==> src/rtl/cr16_pkg.sv <==
// Shared CR16 controller types: FSM states, instruction classes,
// ALU opcodes, branch condition codes and flag bit positions.
package cr16_pkg;

   typedef enum logic [2:0] {
      S_FETCH,
      S_DECODE,
      S_EXECUTE,
      S_MEM,
      S_WRITEBACK
   } state_e;

   typedef enum logic [2:0] {
      CL_NOP,
      CL_ALU,
      CL_LOAD,
      CL_STOR,
      CL_JAL,
      CL_JCOND,
      CL_BCOND
   } iclass_e;

   localparam logic [3:0] OP_REG     = 4'b0000;
   localparam logic [3:0] OP_SPECIAL = 4'b0100;
   localparam logic [3:0] OP_BCOND   = 4'b1100;

   localparam logic [3:0] EXT_LOAD  = 4'b0000;
   localparam logic [3:0] EXT_STOR  = 4'b0100;
   localparam logic [3:0] EXT_JAL   = 4'b1000;
   localparam logic [3:0] EXT_JCOND = 4'b1100;

   localparam logic [3:0] ALU_AND  = 4'b0001;
   localparam logic [3:0] ALU_OR   = 4'b0010;
   localparam logic [3:0] ALU_XOR  = 4'b0011;
   localparam logic [3:0] ALU_ADD  = 4'b0101;
   localparam logic [3:0] ALU_ADDU = 4'b0110;
   localparam logic [3:0] ALU_ADDC = 4'b0111;
   localparam logic [3:0] ALU_SUB  = 4'b1001;
   localparam logic [3:0] ALU_SUBC = 4'b1010;
   localparam logic [3:0] ALU_CMP  = 4'b1011;
   localparam logic [3:0] ALU_MOV  = 4'b1101;
   localparam logic [3:0] ALU_LUI  = 4'b1111;

   localparam logic [3:0] COND_EQ = 4'h0;
   localparam logic [3:0] COND_NE = 4'h1;
   localparam logic [3:0] COND_CS = 4'h2;
   localparam logic [3:0] COND_CC = 4'h3;
   localparam logic [3:0] COND_HI = 4'h4;
   localparam logic [3:0] COND_LS = 4'h5;
   localparam logic [3:0] COND_GT = 4'h6;
   localparam logic [3:0] COND_LE = 4'h7;
   localparam logic [3:0] COND_FS = 4'h8;
   localparam logic [3:0] COND_FC = 4'h9;
   localparam logic [3:0] COND_LO = 4'hA;
   localparam logic [3:0] COND_HS = 4'hB;
   localparam logic [3:0] COND_LT = 4'hC;
   localparam logic [3:0] COND_GE = 4'hD;
   localparam logic [3:0] COND_UC = 4'hE;

   localparam int F_N = 4;
   localparam int F_Z = 3;
   localparam int F_F = 2;
   localparam int F_L = 1;
   localparam int F_C = 0;

   function automatic logic is_alu(input logic [3:0] op);
      return op inside {ALU_AND, ALU_OR, ALU_XOR, ALU_ADD, ALU_ADDU,
                        ALU_ADDC, ALU_SUB, ALU_SUBC, ALU_CMP, ALU_MOV};
   endfunction

   function automatic logic cond_true(input logic [3:0] c,
                                      input logic [4:0] f);
      logic t;
      t = 1'b0;
      case (c)
         COND_EQ: t = f[F_Z];
         COND_NE: t = !f[F_Z];
         COND_CS: t = f[F_C];
         COND_CC: t = !f[F_C];
         COND_HI: t = f[F_L];
         COND_LS: t = !f[F_L];
         COND_GT: t = f[F_N];
         COND_LE: t = !f[F_N];
         COND_FS: t = f[F_F];
         COND_FC: t = !f[F_F];
         COND_LO: t = !f[F_L] && !f[F_Z];
         COND_HS: t = f[F_L] || f[F_Z];
         COND_LT: t = !f[F_N] && !f[F_Z];
         COND_GE: t = f[F_N] || f[F_Z];
         COND_UC: t = 1'b1;
         default: t = 1'b0;
      endcase
      return t;
   endfunction

endpackage

==> src/rtl/control_fsm_decoder.sv <==
// Combinational CR16 instruction decoder: class, ALU opcode,
// extended immediate, Rdest write flag and branch condition.
module control_fsm_decoder
   import cr16_pkg::*;
(
   input  logic [15:0] ir_i,
   output iclass_e     cls_o,
   output logic [3:0]  alu_op_o,
   output logic [15:0] imm_o,
   output logic        imm_sel_o,
   output logic        wr_rd_o,
   output logic [3:0]  cond_o
);

   logic [3:0] op;
   logic [3:0] ext;

   assign op     = ir_i[15:12];
   assign ext    = ir_i[7:4];
   assign cond_o = ir_i[11:8];

   always_comb begin
      cls_o     = CL_NOP;
      alu_op_o  = ext;
      imm_o     = {{8{ir_i[7]}}, ir_i[7:0]};
      imm_sel_o = 1'b0;
      wr_rd_o   = 1'b0;
      unique case (1'b1)
         op == OP_REG: begin
            if (is_alu(ext)) begin
               cls_o   = CL_ALU;
               wr_rd_o = ext != ALU_CMP;
            end
         end
         op == OP_SPECIAL: begin
            case (ext)
               EXT_LOAD: begin
                  cls_o   = CL_LOAD;
                  wr_rd_o = 1'b1;
               end
               EXT_STOR:  cls_o = CL_STOR;
               EXT_JAL: begin
                  cls_o   = CL_JAL;
                  wr_rd_o = 1'b1;
               end
               EXT_JCOND: cls_o = CL_JCOND;
               default:   cls_o = CL_NOP;
            endcase
         end
         op == OP_BCOND: cls_o = CL_BCOND;
         default: begin
            alu_op_o  = op;
            imm_sel_o = 1'b1;
            if (is_alu(op) || op == ALU_LUI) begin
               cls_o   = CL_ALU;
               wr_rd_o = op != ALU_CMP;
            end
            // Logical immediates are unsigned; LUI fills the high byte.
            if (op inside {ALU_AND, ALU_OR, ALU_XOR})
               imm_o = {8'h00, ir_i[7:0]};
            else if (op == ALU_LUI)
               imm_o = {ir_i[7:0], 8'h00};
         end
      endcase
   end

endmodule

==> src/rtl/control_fsm.sv <==
// Multi-cycle CR16 controller: owns PC and IR, sequences
// fetch/decode/execute/memory/writeback and drives the datapath.
module control_fsm
   import cr16_pkg::*;
#(
   parameter int                    P_ADDR_WIDTH = 16,
   parameter logic [P_ADDR_WIDTH-1:0] P_RESET_PC = '0
) (
   input  logic                    I_CLK,
   input  logic                    I_NRESET,
   input  logic                    I_ENABLE,
   input  logic [15:0]             I_MEM_DATA,
   input  logic [4:0]              I_STATUS_FLAGS,
   input  logic [15:0]             I_B,
   output logic [P_ADDR_WIDTH-1:0] O_MEM_ADDR,
   output logic                    O_MEM_WRITE_ENABLE,
   output logic [15:0]             O_REG_WRITE_ENABLE,
   output logic [3:0]              O_REG_A_SELECT,
   output logic [3:0]              O_REG_B_SELECT,
   output logic [15:0]             O_IMMEDIATE,
   output logic                    O_IMMEDIATE_SELECT,
   output logic [3:0]              O_OPCODE,
   output logic                    O_STATUS_FLAGS_SELECT,
   output logic [15:0]             O_REGFILE_DATA,
   output logic                    O_REGFILE_DATA_SELECT,
   output logic [P_ADDR_WIDTH-1:0] O_PC
);

   typedef logic [P_ADDR_WIDTH-1:0] addr_t;

   state_e state_q, state_d;
   addr_t  pc_q, pc_d;
   logic [15:0] ir_q, ir_d;

   iclass_e    cls;
   logic [3:0] alu_op;
   logic [15:0] imm;
   logic       imm_sel;
   logic       wr_rd;
   logic [3:0] cond;

   control_fsm_decoder u_dec (
      .ir_i      (ir_q),
      .cls_o     (cls),
      .alu_op_o  (alu_op),
      .imm_o     (imm),
      .imm_sel_o (imm_sel),
      .wr_rd_o   (wr_rd),
      .cond_o    (cond)
   );

   addr_t       pc_inc;
   addr_t       b_addr;
   logic [15:0] rd_hot;
   logic        taken;
   addr_t       mem_addr;
   logic        mem_we;
   logic [15:0] reg_we;
   logic        flags_sel;
   logic [15:0] rf_data;
   logic        rf_sel;

   assign pc_inc = pc_q + addr_t'(1);
   assign b_addr = I_B[P_ADDR_WIDTH-1:0];
   assign rd_hot = 16'(1) << ir_q[11:8];
   assign taken  = cond_true(cond, I_STATUS_FLAGS);

   always_ff @(posedge I_CLK or negedge I_NRESET) begin
      if (!I_NRESET) begin
         state_q <= S_FETCH;
         pc_q    <= P_RESET_PC;
         ir_q    <= '0;
      end else begin
         state_q <= state_d;
         pc_q    <= pc_d;
         ir_q    <= ir_d;
      end
   end

   always_comb begin
      state_d   = state_q;
      pc_d      = pc_q;
      ir_d      = ir_q;
      mem_addr  = pc_q;
      mem_we    = 1'b0;
      reg_we    = '0;
      flags_sel = 1'b1;
      rf_data   = '0;
      rf_sel    = 1'b0;
      case (state_q)
         S_FETCH: state_d = S_DECODE;
         S_DECODE: begin
            ir_d    = I_MEM_DATA;
            state_d = S_EXECUTE;
         end
         S_EXECUTE: begin
            state_d = S_FETCH;
            pc_d    = pc_inc;
            unique case (cls)
               CL_ALU: begin
                  flags_sel = 1'b0;
                  if (wr_rd) reg_we = rd_hot;
               end
               CL_LOAD, CL_STOR: begin
                  pc_d    = pc_q;
                  state_d = S_MEM;
               end
               CL_BCOND: begin
                  if (taken)
                     pc_d = pc_q + addr_t'($signed(ir_q[7:0]));
               end
               CL_JCOND: begin
                  if (taken) pc_d = b_addr;
               end
               CL_JAL: begin
                  rf_data = 16'(pc_inc);
                  rf_sel  = 1'b1;
                  reg_we  = rd_hot;
                  pc_d    = b_addr;
               end
               default: ;
            endcase
         end
         S_MEM: begin
            mem_addr = b_addr;
            if (cls == CL_STOR) begin
               mem_we  = 1'b1;
               pc_d    = pc_inc;
               state_d = S_FETCH;
            end else begin
               state_d = S_WRITEBACK;
            end
         end
         S_WRITEBACK: begin
            // Keep the load address so stalled cycles see stable data.
            mem_addr = b_addr;
            rf_data  = I_MEM_DATA;
            rf_sel   = 1'b1;
            reg_we   = rd_hot;
            pc_d     = pc_inc;
            state_d  = S_FETCH;
         end
         default: state_d = S_FETCH;
      endcase
      if (!I_ENABLE) begin
         state_d   = state_q;
         pc_d      = pc_q;
         ir_d      = ir_q;
         mem_we    = 1'b0;
         reg_we    = '0;
         flags_sel = 1'b1;
      end
   end

   // Outputs drop combinationally with reset so a store strobe aborts.
   assign O_MEM_ADDR            = I_NRESET ? mem_addr : P_RESET_PC;
   assign O_MEM_WRITE_ENABLE    = I_NRESET & mem_we;
   assign O_REG_WRITE_ENABLE    = I_NRESET ? reg_we : '0;
   assign O_REG_A_SELECT        = I_NRESET ? ir_q[11:8] : '0;
   assign O_REG_B_SELECT        = I_NRESET ? ir_q[3:0] : '0;
   assign O_IMMEDIATE           = I_NRESET ? imm : '0;
   assign O_IMMEDIATE_SELECT    = I_NRESET & imm_sel;
   assign O_OPCODE              = I_NRESET ? alu_op : '0;
   assign O_STATUS_FLAGS_SELECT = I_NRESET & flags_sel;
   assign O_REGFILE_DATA        = I_NRESET ? rf_data : '0;
   assign O_REGFILE_DATA_SELECT = I_NRESET & rf_sel;
   assign O_PC                  = I_NRESET ? pc_q : P_RESET_PC;

endmodule

==> config.mk <==
export PLATFORM = sky130hd
export DESIGN_NAME = control_fsm
export DESIGN_NICKNAME = d
export VERILOG_FILES = /design/src/rtl/cr16_pkg.sv /design/src/rtl/control_fsm_decoder.sv /design/src/rtl/control_fsm.sv
export SDC_FILE = /design/constraint.sdc
export NUM_CORES = 1
export LEC_CHECK = 0
export CORE_ASPECT_RATIO = 0.75
export CORE_MARGIN = 1.5
export CORE_UTILIZATION = 40
export DETAILED_ROUTE_END_ITERATION = 8
export HOLD_SLACK_MARGIN = 0.03
export PLACE_DENSITY = 0.72
export SLEW_MARGIN = 20
export SYNTH_ARGS = -nofsm -noshare
export SYNTH_HDL_FRONTEND = slang
export SYNTH_SLANG_ARGS = --single-unit
==> constraint.sdc <==
create_clock -name I_CLK -period 3 [get_ports I_CLK]
set_clock_uncertainty 0.05 [all_clocks]
set_input_delay 0.6 -clock I_CLK [delete_from_list [all_inputs] [get_ports I_CLK]]
set_output_delay 0.6 -clock I_CLK [all_outputs]
set_load 0.02 [all_outputs]
==> impl_metrics.tcl <==
set metrics [dict create \
    synth_area_per_cell_um2 7.435 \
    synth-edff-count 0 \
    post-synth-top-count-cell "nand2_1" \
    rows 32 \
    rsz0062_at_grt "true" \
    cts.sink_count 35 \
    grt_use_total_pct 28.99 \
    violations "setup timing" \
    critPathLaunchType "register" \
    drive_above_1_share_pct 27.28 \
    yosys_warnings 0 \
    path_cells "nor4bb_1, a221o_1, or2_1, or4_4, a311oi_4, nor3b_4, buf_4, nor2b_4, buf_6" \
    maxCapViolCount 0 \
    critical_path_buf_inv_count 2 \
    critical_path.max_stage_delay_ps 530 \
    required_ps 2350 \
    final_area_um2 6690 \
    area_growth_pct 58.15 \
    gp_congestion 0.9271 \
    fin_ws_ps -685.8 \
    synth_flop_cell "dfrtp_1" \
    power.leakage_nw 2.887 \
    relSlewSlack_pct 62.10 \
    cp_max_fo 4 \
    hold_violations 0 \
    fin_crit_ps 3686 \
    yosys-top-cells-area "dfrtp_1 (21%), a21oi_1 (5.7%), nand2_1 (5.5%), and2_1 (5.0%), nor2_1 (4.9%)" \
    post-route-util_pct 65.02 \
    wl_per_cell_um 18.81 \
    grt_pass1_wl_um 25690 \
    fill_cells 857 \
    first_global_vias 4869 \
    place_area_um2 6286 \
    maxSlewViolCount 0 \
    setup_viol 34 \
    worst_pin_slew_ps 568.5 \
    synthArstFlopShare_pct 100.0 \
    htree_levels 2 \
    grt_overflow 0 \
    ys_types 65 \
    cts_tree "yes" \
    drc 0 \
    multiInputGateArea_um2 3406 \
    vdd_drop_max_mv 0.5170 \
    grt_antenna_before_repair 0 \
    cp.arrival_ps 3040 \
    die_area_um2 11210 \
    fmax_mhz 271.3 \
    synth_fp_nets 626 \
    die_h_um 92.06 \
    synthCells 569 \
    outcome "finished, violations left" \
    ios 136 \
    slowest_stage "or4_4" \
    clk_latency_ps 280 \
    dieWidth_um 121.7 \
    clk_path_buf_depth 2 \
    crit_family "simple AND/OR/NAND/NOR gates" \
    via_per_inst 5.907 \
    cts.clk_slew.worst_paths_ps 60 \
    seq_area_um2 878.3 \
    endpoint_kind "output pin" \
    dp_hpwl_um 12400 \
    first_pass_iters 6 \
    antenna_cells 0 \
    cts.root.buffer_cell "clkbuf_16" \
    netlist_area_um2 4230 \
    drt_iter0_drc 655 \
    start_util_pct 41.11 \
    yosys.area.top_type_share_pct 20.70 \
    period_share_pct 122.9 \
    grt_max_degree 32 \
    ant_nets 0 \
    p_per_area_nw_per_um2 911.4 \
    port_buffers 135 \
    worstSetupPathType "register to output pin" \
    synth_seq_area_share_pct 20.70 \
    via_count 5328 \
    final_nets 822 \
    yosysTopAreaCell "dfrtp_1" \
    synth_common_cells "nand2_1 (62), nor2_1 (55), a21oi_1 (48)" \
    core_area_um2 10290 \
    ys_ff_latch 35 \
    hold_class "input port to async pin" \
    wl_um 16970 \
    cts_buffers 5 \
]
## cell type report
type,count,area share (%)
clock inverter,2,0.1870
sequential,35,13.13
tap,136,2.543
clock buffer,6,1.926
multi-input combinational,485,50.91
inverter,7,0.3927
timing repair buffer,231,30.91
## registers in the layout, summed over array words and instances, names as in the netlist
name     flops
state_q      3
ir_q        16
pc_q        16
## where the power goes
part	switching, W	internal, W	leakage, nW
clock network	0.000209	0.000307	0.0669
logic	0.00249	0.00209	2.39
registers	0.000333	0.000669	0.426
total	0.00303	0.00307	2.89
## cell usage in the layout (no fill, tap or decap), drive strengths merged, types with 4 or more instances in the layout
cell	instances
inv	6
nand4	6
nor4bb	6
a211o	5
and2	34
dlygate4sd2	21
o21ai	21
nand3	12
dlymetal6s2s	4
a22oi	17
a22o	5
nor4	4
mux2	15
o21a	12
nor2b	10
and3	22
buf	131
a21oi	48
clkbuf	7
o211ai	4
xnor2	12
xor2	13
nor3	18
a21o	10
clkdlybuf4s50	74
nor4b	7
a31oi	8
a221o	5
ha	16
or3	9
nand2	63
nor3b	6
dfrtp	35
nor2	55
## what timing repair did
action                                  4_1_cts  5_1_grt
hold buffers                                  0        0
buffers inserted                              7        5
pin swaps                                    13       13
gates resized for setup                     227       44
endpoints found under the hold margin         0        0
endpoints found under the setup margin       51       47
## kinds of logic after synthesis
family / after synthesis / share of synthesized area (%)
buf+inv: 49 / 4.910
fa+ha+maj: 17 / 5.206
simple gates: 258 / 32.15
flops: 35 / 20.70
mux: 15 / 3.993
xor+xnor: 25 / 5.176
compound gates: 170 / 27.86
## through the flow
| step | setup TNS [ps] | power [W] | instances | setup slack (ps) | hold WS [ps] |
|---|---|---|---|---|---|
| 2_1_floorplan | -3867 | 0.003558 | 569 | -272.4 | 254.4 |
| 6_report | -13420 | 0.006098 | 902 | -685.8 | 417.9 |
| 3_3_place_gp | -15370 | 0.005174 | 883 | -770.9 | 537.9 |
| 5_1_grt | -16530 | 0.006473 | 902 | -809.2 | 442.6 |
| 4_1_cts | -10490 | 0.005843 | 897 | -601.2 | 421.6 |
| 3_5_place_dp | -16540 | 0.005276 | 883 | -840.0 | 559.3 |
## routing by layer
layer | routed length, µm | vias up | global-route usage [%]
met5 | 0 | - | 0
met4 | 178 | 0 | 4.216
met3 | 1376 | 21 | 4.975
met2 | 7775 | 269 | 46.49
met1 | 7639 | 2541 | 41.44
li1 | - | 2497 | -
## path summary, 6_finish.rpt
path / startpoint / to / slack [ps] / cells after the start
worst min-delay path: I_NRESET / pc_q[0] / 420 / 3
min in group I_CLK: ir_q[0] / ir_q[0] / 580 / 1
worst max-delay path: ir_q[14] / O_REG_WRITE_ENABLE[12] / -690 / 9
max in group asynchronous: I_NRESET / ir_q[15] / 2020 / 4
worst max register to register: pc_q[0] / pc_q[14] / 100 / 9
worst min register to register: ir_q[0] / ir_q[0] / 580 / 1
## worst reg2reg max path, cell delays in order (launching register included)
cell and delay [ps]:
dfrtp_1 430, ha_1 290, fa_1 460, a21o_1 200, a221oi_1 420, a211oi_1 220
o31ai_1 340, xnor2_1 160, nand2_1 90, a31oi_1 170
No activity file was read; power rests on OpenSTA's default activity.
